$ cat config.mk
export PLATFORM = sky130hd
export DESIGN_NAME = multicycle_ctrl_flat
export DESIGN_NICKNAME = d
export VERILOG_FILES = /design/src/rtl/multicycle_ctrl_pkg.sv /design/src/rtl/multicycle_ctrl_if.sv /design/src/rtl/multicycle_ctrl_mem_wait_timer.sv /design/src/rtl/multicycle_ctrl.sv /design/src/flat_wrapper.sv
export SDC_FILE = /design/constraint.sdc
export NUM_CORES = 1
export LEC_CHECK = 0
export BUFFER_PORTS_ARGS = -buffer_cell sky130_fd_sc_hd__buf_2
export CORE_ASPECT_RATIO = 1.4
export CORE_MARGIN = 2
export CORE_UTILIZATION = 50
export CTS_CLUSTER_DIAMETER = 80
export DETAILED_ROUTE_END_ITERATION = 16
export PLACE_DENSITY = 0.73
export SLEW_MARGIN = 15
export SYNTH_ARGS = -nofsm -noshare
export SYNTH_HDL_FRONTEND = slang
export SYNTH_SLANG_ARGS = --single-unit
$ cat constraint.sdc
create_clock -name clk -period 6.2 [get_ports clk]
set_input_delay 0.31 -clock clk [delete_from_list [all_inputs] [get_ports clk]]
set_output_delay 0.31 -clock clk [all_outputs]
set_load 0.05 [all_outputs]
$ cat src/rtl/multicycle_ctrl_pkg.sv
// Shared definitions for the multi-cycle RV32I control FSM: states, opcodes,
// datapath mux selects, ALU op and fault encodings, and opcode-to-format decode.
package multicycle_ctrl_pkg;

  typedef enum logic [3:0] {
    FETCH,
    DECODE,
    MEMADR,
    MEM_RD,
    MEM_WR,
    EXEC_R,
    EXEC_I,
    WB_ALU,
    WB_MEM,
    BRANCH,
    JAL,
    FAULT
  } state_t;

  // RV32I major opcodes handled by this core subset
  localparam logic [6:0] OP_R      = 7'b0110011;
  localparam logic [6:0] OP_I      = 7'b0010011;
  localparam logic [6:0] OP_LOAD   = 7'b0000011;
  localparam logic [6:0] OP_STORE  = 7'b0100011;
  localparam logic [6:0] OP_BRANCH = 7'b1100011;
  localparam logic [6:0] OP_JAL    = 7'b1101111;

  // ALU operand A select
  localparam logic [1:0] SRC_A_PC     = 2'b00;
  localparam logic [1:0] SRC_A_RS1    = 2'b01;
  localparam logic [1:0] SRC_A_OLD_PC = 2'b10;

  // ALU operand B select
  localparam logic [1:0] SRC_B_RS2  = 2'b00;
  localparam logic [1:0] SRC_B_FOUR = 2'b01;
  localparam logic [1:0] SRC_B_IMM  = 2'b10;

  // PC source select
  localparam logic [1:0] PC_SRC_ALU    = 2'b00;
  localparam logic [1:0] PC_SRC_ALUOUT = 2'b01;

  // Register-file writeback source select
  localparam logic [1:0] WB_SRC_ALUOUT = 2'b00;
  localparam logic [1:0] WB_SRC_MDR    = 2'b01;
  localparam logic [1:0] WB_SRC_PC     = 2'b10;

  // ALU operation
  localparam logic [1:0] ALU_ADD   = 2'b00;
  localparam logic [1:0] ALU_SUB   = 2'b01;
  localparam logic [1:0] ALU_FUNCT = 2'b10;

  // Fault codes
  localparam logic [1:0] FAULT_NONE    = 2'b00;
  localparam logic [1:0] FAULT_ILLEGAL = 2'b01;
  localparam logic [1:0] FAULT_TIMEOUT = 2'b10;

  typedef enum logic [2:0] {
    FMT_R,
    FMT_I,
    FMT_LOAD,
    FMT_STORE,
    FMT_B,
    FMT_J,
    FMT_ILLEGAL
  } instr_format;

  // Classify a 32-bit instruction by its major opcode
  function automatic instr_format decode32_format(input logic [6:0] op);
    case (op)
      OP_R:      return FMT_R;
      OP_I:      return FMT_I;
      OP_LOAD:   return FMT_LOAD;
      OP_STORE:  return FMT_STORE;
      OP_BRANCH: return FMT_B;
      OP_JAL:    return FMT_J;
      default:   return FMT_ILLEGAL;
    endcase
  endfunction

endpackage

$ cat src/rtl/multicycle_ctrl_if.sv
// Unified-memory request/ready handshake between the controller and memory.
interface multicycle_ctrl_if;
  logic mem_req;
  logic mem_we;
  logic iord;
  logic mem_ready;

  modport master (output mem_req, output mem_we, output iord, input mem_ready);
  modport slave  (input mem_req, input mem_we, input iord, output mem_ready);
endinterface

$ cat src/rtl/multicycle_ctrl_mem_wait_timer.sv
// Counts stalled memory cycles and flags the cycle on which the wait limit
// is reached without a ready response.
module mem_wait_timer #(
  parameter int unsigned MEM_TIMEOUT = 16
) (
  input  logic clk,
  input  logic rst_n,
  input  logic req,
  input  logic ready,
  input  logic clr,
  output logic expired
);

  localparam int unsigned W = (MEM_TIMEOUT > 2) ? $clog2(MEM_TIMEOUT) : 1;
  localparam logic [W-1:0] LIMIT = W'(MEM_TIMEOUT - 1);
  localparam logic [W-1:0] ONE   = {{(W-1){1'b0}}, 1'b1};

  logic [W-1:0] wait_cnt;

  // Count stalled request cycles; cleared on completion or state change
  always_ff @(posedge clk) begin
    // NOTE: non-blocking assignments for all clocked state so every register
    // samples pre-edge values regardless of process evaluation order.
    if (!rst_n || clr || (req && ready)) begin
      wait_cnt <= '0;
    end else if (req) begin
      wait_cnt <= wait_cnt + ONE;
    end
  end

  // A ready on the limit cycle wins over the timeout
  assign expired = req && !ready && (wait_cnt == LIMIT);

endmodule

$ cat src/rtl/multicycle_ctrl.sv
// Multi-cycle control FSM for an RV32I subset (R-type, lw, addi, sw, beq,
// jal) driving a shared-memory single-ALU datapath.
module multicycle_ctrl
  import multicycle_ctrl_pkg::*;
#(
  parameter int unsigned MEM_TIMEOUT = 16,
  parameter int unsigned CNT_W       = 32
) (
  input  logic                 clk,
  input  logic                 rst_n,
  input  logic                 run,
  input  logic [6:0]           opcode,
  input  logic                 zero,
  multicycle_ctrl_if.master    mem,
  output logic                 ir_write,
  output logic                 pc_en,
  output logic [1:0]           pc_src,
  output logic [1:0]           alu_src_a,
  output logic [1:0]           alu_src_b,
  output logic [1:0]           alu_op,
  output logic                 reg_write,
  output logic [1:0]           mem_to_reg,
  output logic                 retire,
  output logic [CNT_W-1:0]     instret,
  output logic                 fault,
  output logic [1:0]           fault_code
);

  localparam logic [CNT_W-1:0] CNT_ONE = {{(CNT_W-1){1'b0}}, 1'b1};

  state_t           state_q, state_d;
  logic [1:0]       code_d;
  logic             mem_req_c, mem_we_c, iord_c;
  logic             timeout;
  logic [CNT_W-1:0] instret_q;
  logic             fault_q;
  logic [1:0]       fault_code_q;

  // Memory request: FETCH only while run is high, plus the data-access states
  assign mem_req_c = rst_n && (((state_q == FETCH) && run) ||
                               (state_q == MEM_RD) || (state_q == MEM_WR));

  mem_wait_timer #(.MEM_TIMEOUT(MEM_TIMEOUT)) u_timer (
    .clk     (clk),
    .rst_n   (rst_n),
    .req     (mem_req_c),
    .ready   (mem.mem_ready),
    .clr     (state_d != state_q),
    .expired (timeout)
  );

  // Next-state and datapath control decode
  always_comb begin
    // NOTE: every output gets a default before the case so no path leaves a
    // signal unassigned, which would otherwise infer a latch.
    state_d    = state_q;
    code_d     = FAULT_NONE;
    mem_we_c   = 1'b0;
    iord_c     = 1'b0;
    ir_write   = 1'b0;
    pc_en      = 1'b0;
    pc_src     = PC_SRC_ALU;
    alu_src_a  = SRC_A_PC;
    alu_src_b  = SRC_B_RS2;
    alu_op     = ALU_ADD;
    reg_write  = 1'b0;
    mem_to_reg = WB_SRC_ALUOUT;
    retire     = 1'b0;
    if (rst_n) begin
      unique case (state_q)
        FETCH: begin
          if (run) begin
            alu_src_b = SRC_B_FOUR;
            if (mem.mem_ready) begin
              ir_write = 1'b1;
              pc_en    = 1'b1;
              state_d  = DECODE;
            end else if (timeout) begin
              state_d = FAULT;
              code_d  = FAULT_TIMEOUT;
            end
          end
        end
        DECODE: begin
          alu_src_a = SRC_A_OLD_PC;
          alu_src_b = SRC_B_IMM;
          unique case (decode32_format(opcode))
            FMT_R:             state_d = EXEC_R;
            FMT_I:             state_d = EXEC_I;
            FMT_LOAD, FMT_STORE: state_d = MEMADR;
            FMT_B:             state_d = BRANCH;
            FMT_J:             state_d = JAL;
            default: begin
              state_d = FAULT;
              code_d  = FAULT_ILLEGAL;
            end
          endcase
        end
        MEMADR: begin
          alu_src_a = SRC_A_RS1;
          alu_src_b = SRC_B_IMM;
          state_d   = (opcode == OP_LOAD) ? MEM_RD : MEM_WR;
        end
        MEM_RD: begin
          iord_c = 1'b1;
          if (mem.mem_ready) begin
            state_d = WB_MEM;
          end else if (timeout) begin
            state_d = FAULT;
            code_d  = FAULT_TIMEOUT;
          end
        end
        MEM_WR: begin
          iord_c   = 1'b1;
          mem_we_c = 1'b1;
          if (mem.mem_ready) begin
            retire  = 1'b1;
            state_d = FETCH;
          end else if (timeout) begin
            state_d = FAULT;
            code_d  = FAULT_TIMEOUT;
          end
        end
        EXEC_R: begin
          alu_src_a = SRC_A_RS1;
          alu_src_b = SRC_B_RS2;
          alu_op    = ALU_FUNCT;
          state_d   = WB_ALU;
        end
        EXEC_I: begin
          alu_src_a = SRC_A_RS1;
          alu_src_b = SRC_B_IMM;
          state_d   = WB_ALU;
        end
        WB_ALU: begin
          reg_write = 1'b1;
          retire    = 1'b1;
          state_d   = FETCH;
        end
        WB_MEM: begin
          reg_write  = 1'b1;
          mem_to_reg = WB_SRC_MDR;
          retire     = 1'b1;
          state_d    = FETCH;
        end
        BRANCH: begin
          alu_src_a = SRC_A_RS1;
          alu_src_b = SRC_B_RS2;
          alu_op    = ALU_SUB;
          pc_src    = PC_SRC_ALUOUT;
          pc_en     = zero;
          retire    = 1'b1;
          state_d   = FETCH;
        end
        JAL: begin
          reg_write  = 1'b1;
          mem_to_reg = WB_SRC_PC;
          pc_en      = 1'b1;
          pc_src     = PC_SRC_ALUOUT;
          retire     = 1'b1;
          state_d    = FETCH;
        end
        FAULT:   state_d = FAULT;
        default: state_d = FETCH;
      endcase
    end
  end

  // State, retired-instruction count and sticky fault registers
  always_ff @(posedge clk) begin
    if (!rst_n) begin
      state_q      <= FETCH;
      instret_q    <= '0;
      fault_q      <= 1'b0;
      fault_code_q <= FAULT_NONE;
    end else begin
      state_q <= state_d;
      if (retire) begin
        instret_q <= instret_q + CNT_ONE;
      end
      if ((state_d == FAULT) && (state_q != FAULT)) begin
        fault_q      <= 1'b1;
        fault_code_q <= code_d;
      end
    end
  end

  assign mem.mem_req = mem_req_c;
  assign mem.mem_we  = mem_we_c;
  assign mem.iord    = iord_c;
  assign instret     = instret_q;
  assign fault       = fault_q;
  assign fault_code  = fault_code_q;

endmodule

$ cat src/flat_wrapper.sv
// flat-port wrapper written by rule: the top's interface ports become plain ports
module multicycle_ctrl_flat import multicycle_ctrl_pkg::*;
#(
  parameter int unsigned MEM_TIMEOUT = 16,
  parameter int unsigned CNT_W       = 32
)
  (clk, rst_n, run, opcode, zero, ir_write, pc_en, pc_src, alu_src_a, alu_src_b, alu_op, reg_write, mem_to_reg, retire, instret, fault, fault_code, mem_mem_req, mem_mem_we, mem_iord, mem_mem_ready);
  multicycle_ctrl_if mem_i ();
  input  logic clk;
  input  logic rst_n;
  input  logic run;
  input  logic [6:0] opcode;
  input  logic zero;
  output logic ir_write;
  output logic pc_en;
  output logic [1:0] pc_src;
  output logic [1:0] alu_src_a;
  output logic [1:0] alu_src_b;
  output logic [1:0] alu_op;
  output logic reg_write;
  output logic [1:0] mem_to_reg;
  output logic retire;
  output logic [CNT_W-1:0] instret;
  output logic fault;
  output logic [1:0] fault_code;
  output wire logic [$bits(mem_i.mem_req)-1:0] mem_mem_req;
  output wire logic [$bits(mem_i.mem_we)-1:0] mem_mem_we;
  output wire logic [$bits(mem_i.iord)-1:0] mem_iord;
  input wire logic [$bits(mem_i.mem_ready)-1:0] mem_mem_ready;
  assign mem_mem_req = mem_i.mem_req;
  assign mem_mem_we = mem_i.mem_we;
  assign mem_iord = mem_i.iord;
  assign mem_i.mem_ready = mem_mem_ready;
  multicycle_ctrl #(.MEM_TIMEOUT(MEM_TIMEOUT), .CNT_W(CNT_W)) u_core (.clk(clk), .rst_n(rst_n), .run(run), .opcode(opcode), .zero(zero), .mem(mem_i), .ir_write(ir_write), .pc_en(pc_en), .pc_src(pc_src), .alu_src_a(alu_src_a), .alu_src_b(alu_src_b), .alu_op(alu_op), .reg_write(reg_write), .mem_to_reg(mem_to_reg), .retire(retire), .instret(instret), .fault(fault), .fault_code(fault_code));
endmodule
After elaboration in Yosys (flattened, before gate mapping)

Cells that the tools add are included.

Reduce and logical (&&, ||, !) cells: 23
Add/sub/neg operators: 2
Mux-type cells: 42
Equality and inequality tests: 26

Operator list:

| operator              | number |
|---|---|
| $add 32x1->32 const B | 1 |
| $pmux 4 s7            | 1 |
| $eq 4x4->1 const B    | 6 |
| $mux 4                | 6 |
| $pmux 4 s5            | 1 |
| $pmux 3 s6            | 1 |
| $eq 4x3->1 const B    | 4 |
| $mux 2                | 8 |
| $pmux 2 s2            | 4 |
| $mux 1                | 15 |
| $eq 7x6->1 const B    | 2 |
| $eq 7x7->1 const B    | 2 |
| $mux 3                | 3 |
| $eq 4x2->1 const B    | 2 |
| $reduce_or 2->1       | 4 |
| $reduce_or 4->1       | 2 |
| $eq 7x2->1 const B    | 1 |
| $eq 7x5->1 const B    | 1 |
| $eq 3x2->1 const B    | 2 |
| $eq 3x3->1 const B    | 2 |
| $logic_and 1x1->1     | 6 |
| $pmux 2 s3            | 1 |
| $reduce_or 3->1       | 2 |
| $reduce_or 6->1       | 1 |
| other kinds (11)      | 15 |

Input bits: 12
Flip-flop bits (word level): 43
Output and inout port bits: 52
Logic and storage cells: 98

Logic depth before layout (Yosys ltp)

Depth in word-level cells: 15
Mapped depth: 9
Mapped depth without buffers: 7

Modules after synthesis

A second synthesis with hierarchy kept.

Cells, all modules: 337
Area total of the unflattened synthesis: 2613.8 sq um

By module, submodules not included:

| module          | seq. area each (sq um) | instances | cells an instance | area each (sq um) |
|---|---|---|---|---|
| multicycle_ctrl | 780.7                  | 1         | 317               | 2433.6 |
| mem_wait_timer  | 80.1                   | 1         | 20                | 180.2 |

Worst setup path after synthesis

OpenSTA, ideal clock, no wires.

Path kind: register -> output
Start: reg u_core.state_q[1]
End: out pc_src[0]
Data required time: 5.890 ns
Data arrival time: 2.458 ns
Setup slack: 3.432 ns
Path buffers: 2
Cell stages (with the launch flop): 6
Path through: dfxtp_1 -> buf_2 -> buf_1 -> inv_1 -> nor3_1 -> or2_2

Longest elaborated chain between the ends: 4
Elaborated cells between the ends (all ways): 5
Those cells by class: 2 x eq/ne; 2 x mux; 1 x reduce/logical

Ends and longest elaborated chain:

| what                          | RTL line               | source |
|---|---|---|
| from (decl)                   | multicycle_ctrl.sv:31  | `state_t state_q, state_d;` |
| from (signal assigned)        | multicycle_ctrl.sv:177 | `state_q <= state_d;` |
| $eq 4x4->1                    | multicycle_ctrl.sv:70  | `unique case (state_q)` |
| $reduce_or 2->1 (no line) (*) | n/a                    |  |
| $mux 1 (*)                    | multicycle_ctrl.sv:70  |  |
| $mux 2 (*)                    | multicycle_ctrl.sv:69  | `if (rst_n) begin` |
| to (decl)                     | flat_wrapper.sv:16     | `output logic [1:0] pc_src;` |

Every way passes the cells marked *; elsewhere a longest branch is shown, timed or not.

Final worst setup path

Start: reg u_core.state_q[1]
End: out mem_mem_req

Longest elaborated chain between the ends: 5
Elaborated cells between the ends (all ways): 7
Those cells by class: 2 x eq/ne; 5 x reduce/logical

Ends and longest elaborated chain:

| what                  | RTL line              | source |
|---|---|---|
| $logic_not 4->1       | multicycle_ctrl.sv:40 | `assign mem_req_c = rst_n && (((state_q == FETCH) && run) \|\|` |
| $logic_and 1x1->1     | multicycle_ctrl.sv:40 |  |
| $logic_or 1x1->1      | multicycle_ctrl.sv:40 |  |
| $logic_or 1x1->1 (*)  | multicycle_ctrl.sv:41 | `(state_q == MEM_RD) \|\| (state_q == MEM_WR));` |
| $logic_and 1x1->1 (*) | multicycle_ctrl.sv:40 |  |
| to (decl)             | flat_wrapper.sv:26    | `output wire logic [$bits(mem_i.mem_req)-1:0] mem_mem_req;` |

Marked as above.

==> summary.txt <==
Top flip-flop cell by instance count after synthesis = dfxtp_1
Dominant delay contributor by cell family on the critical path = flip-flops
Top cells by instance count after synthesis = 43 x dfxtp_1, 33 x and2_1, 28 x nor2_1, 21 x nand2_1, 18 x xnor2_1
Standard cell with the maximum stage delay on the critical path = dfxtp_1
Multiplexer share of the synthesized area = 2.07%
Buffers from clock root to sink, at most = 2
Number of buffers and inverters on the critical path = 1
Share of cells above drive strength 1 = 21.3%
Distinct cell type count after synthesis = 52
Sum of overflow across all layers after global routing = 0
Inserted Clock Buffers = 5
Initial detailed-routing violation count = 136
Simple-gate area share of the yosys netlist = 36.7%
Via count = 2358
Internal Pwr Total = 470 µW
Leading area contributor after synthesis = dfxtp_1
Maximum VDD drop = 0.000203 V
DRC violations left = 0
Final period util = 41.8%
Height of the chip = 88.4 µm
Worst-case headroom to the max-slew limit = 54.4%
Number of synthesized flops with an enable pin = 0
Final RePlAce weighted congestion = 0.889
Clock-pin slew reported for the worst setup and hold paths after clock tree synthesis = 0.08 ns
Wire length per cell after detailed routing = 13.2 µm
Startpoint-to-endpoint class of the critical path = reg2out
Site Rows = 30
Sequential Power Share = 42.2%
Clk sink count = 43
Count of antenna diodes in the layout = 0
Worst Path Required = 5.89 ns
R2R cell count = 7
Most common cell in the netlist = dfxtp_1
Async set-or-reset flop fraction in the synthesized netlist = 0%
Sum Neg Setup Slack = 0 ns
Max Clock Skew = 0.00549 ns
Post-DP HPWL = 4.32 mm
GRT Total Usage = 21.1%
Top cells by area in the synthesized netlist = dfxtp_1 34%, and2_1 8.1%, xnor2_1 6.2%
Highest clock frequency the design can meet = 0.386 GHz
Least-Margin Pin Slew = 0.684 ns
Final wirelength = 5.76 mm
Maximum number of pins on one net before global-route repair = 49
Capture endpoint of the worst hold path = u_core.fault_code[1]$_SDFFE_PN0P_
Post-CTS setup buffer count = 0
Initial antenna violation count = 0
Number of input and output port buffers inserted = 62
Hold_sp = u_core.fault_code[1]$_SDFFE_PN0P_
Starting density of the core = 52.1%
Yosys warning count = 0
Number of nets with antenna violations after routing = 0
Clock Power Share = 25.5%
Startpoint of the worst register-to-register path = u_core.state_q[1]$_SDFF_PN0_
Synth Net Count = 332
Class of the most critical hold timing path = reg2reg
Placeable core area = 0.00488 mm²
Number of global-route vias before repair = 2190
Die extent in x = 64.3 µm
Comb power frac = 32.3%
Ratio of total power to cell area = 259 mW/mm²
Post-synthesis instance total = 318
Seq/Total Area, Yosys = 33.8%
Cells resized by post-CTS repair = 0
Portion of synthesized cell area occupied by the leading cell type = 33.8%
Setup Viol. Count Final = 0
Number of buffers inserted by hold repair at cts = 0
First-pass GRT wire length = 9.56 mm
Result of the run = finished clean
Post-synthesis sequential element count = 43
Maximum single-stage delay on the critical path = 0.76 ns
Kind of start point of the critical path = flop
Source-to-sink clock delay at the later pin of the worst-skew pair = 0.29 ns
Finished Cell Area = 0.00296 mm²
Biggest fanout along the worst timing path = 21
Final number of max-transition violations = 0
XOR/XNOR Fraction of Synth Area = 10.3%
Number of violations of the max-capacitance limit = 0
Arrival time at the worst endpoint = 2.28 ns
# IOs = 64
Worst R2R Setup Slack = 3.64 ns
Compound-cell area share of the yosys netlist = 11.4%
Capture instance of the worst register-to-register path = u_core.u_timer.wait_cnt[2]$_SDFFE_PP0N_
TritonCTS clock tree = done
DRT Pass-1 Iters = 4
Sw frac = 38.5%
Critical path depth in cells = 4
Static power due to leakage = 0.00134 µW
Ordered cell list for the critical path = and3b_1 > a21o_1 > nor2b_1 > buf_2
# H-tree levels = 2
Total of fill cells in the finished design = 472
Largest family of logic cells by synthesized area = simple AND/OR/NAND/NOR gates
Syn Std Cell Area = 0.00254 mm²
Vias per cell = 5.42
Average cell area after synthesis = 8.00 µm²
Area of the die = 0.00568 mm²
Area overhead of the layout relative to synthesis = 16.2%
Cell at the root of the clock tree = clkbuf_8
Power spent charging and discharging nets = 294 µW
Final #Nets = 384
Post-DP Area = 0.00285 mm²
Count of endpoints failing hold in the final timing report = 0
Hold-critical path depth = 2
RSZ-0062 raised after global routing = false
Final min period = 2.59 ns
Adder and majority cell fraction of the synthesized area = 0.984%
Critical path capture point type = primary output
==> area by class of cell <==
type                            count  area, µm²  share of cell area [%]
Inverter                            9       33.8                    1.14
Multi-Input combinational cell    249       1570                    53.0
Timing Repair Buffer               62        310                    10.5
Sequential cell                    43        861                    29.1
Clock buffer                        7       96.3                    3.26
Tap cell                           64       80.1                    2.71
Clock inverter                      1       7.51                   0.254
==> metrics by stage <==
| stage | worst slack, ns | hold slack (ns) | utilization (%) | power, µW | std cells |
|---|---|---|---|---|---|
| finish | 3.61 | 0.471 | 60.6 | 764 | 435 |
| global route | 3.28 | 0.504 | 60.6 | 812 | 435 |
| detailed placement | 3.50 | 0.459 | 58.5 | 574 | 427 |
| global placement | 3.63 | 0.458 | 58.5 | 573 | 427 |
| CTS | 3.61 | 0.477 | 60.6 | 769 | 435 |
| floorplan | 3.43 | 0.512 | - | 524 | 318 |
==> cells by family after synthesis <==
| kind of cell | Yosys count |
|---|---|
| other | 1 |
| adder cells (fa/ha/maj) | 2 |
| flip-flops | 43 |
| XOR/XNOR | 30 |
| buffers and inverters | 26 |
| AND/OR/NAND/NOR | 164 |
| AO/OA/AOI/OAI | 47 |
| multiplexers | 5 |
==> how the worst max path moves through the flow <==
| stage | from | endpoint | slack [ns] |
|---|---|---|---|
| floorplan | u_core.state_q[1]$_SDFF_PN0_ | pc_src[0] | 3.43 |
| global placement | rst_n | u_core.fault_code[1]$_SDFFE_PN0P_ | 3.63 |
| detailed placement | rst_n | u_core.fault_code[1]$_SDFFE_PN0P_ | 3.50 |
| CTS | u_core.state_q[1]$_SDFF_PN0_ | mem_mem_req | 3.61 |
| global route | u_core.state_q[0]$_SDFF_PN0_ | u_core.u_timer.wait_cnt[2]$_SDFFE_PP0N_ | 3.28 |
| finish | u_core.state_q[1]$_SDFF_PN0_ | mem_mem_req | 3.61 |
==> placed cells by master, fill, tap and decap left out, types with 8 or more instances in the layout <==
master,Yosys,routed
and2_1,33,33
nor2_1,28,28
a21oi_1,12,12
o21ai_0,17,17
nand3_1,10,10
inv_1,9,9
xor2_1,12,12
buf_2,5,62
xnor2_1,18,18
nand2_1,21,21
or3_1,8,8
dfxtp_1,43,43
nor3_1,13,13
nand4_1,9,9
==> power by group through the flow <==
| stage | Sequential [µW] | Combinational [µW] | Clock (µW) |
|---|---|---|---|
| finish | 323 | 247 | 195 |
| global route | 327 | 273 | 213 |
| CTS | 322 | 247 | 200 |
| detailed placement | 328 | 246 | 0 |
| global placement | 328 | 245 | 0 |
| floorplan | 319 | 205 | 0 |
==> tightest hold or removal path: stages, from the launching register on <==
cell and delay, ns:
dfxtp_1 0.32, nand2_1 0.05, o21ai_0 0.06
==> state kept, by name, indices dropped and copies added (netlist names) <==
register and cells:
u_core.u_timer.wait_cnt 4, u_core.state_q 4, u_core.fault_code 2, u_core.instret 32
u_core.fault 1
==> per-layer routing <==
metal  vias to the layer above  share of wire (%)  track usage (%)  wire [µm]
met5                         -                  0                0          0
met4                         0                1.4             10.3         78
met3                         8                4.6             3.94        267
met2                        75                 54             38.6       3100
met1                      1078                 40             23.4       2310
li1                       1197                  -                -          -
Power figures use the tool's default switching activity.
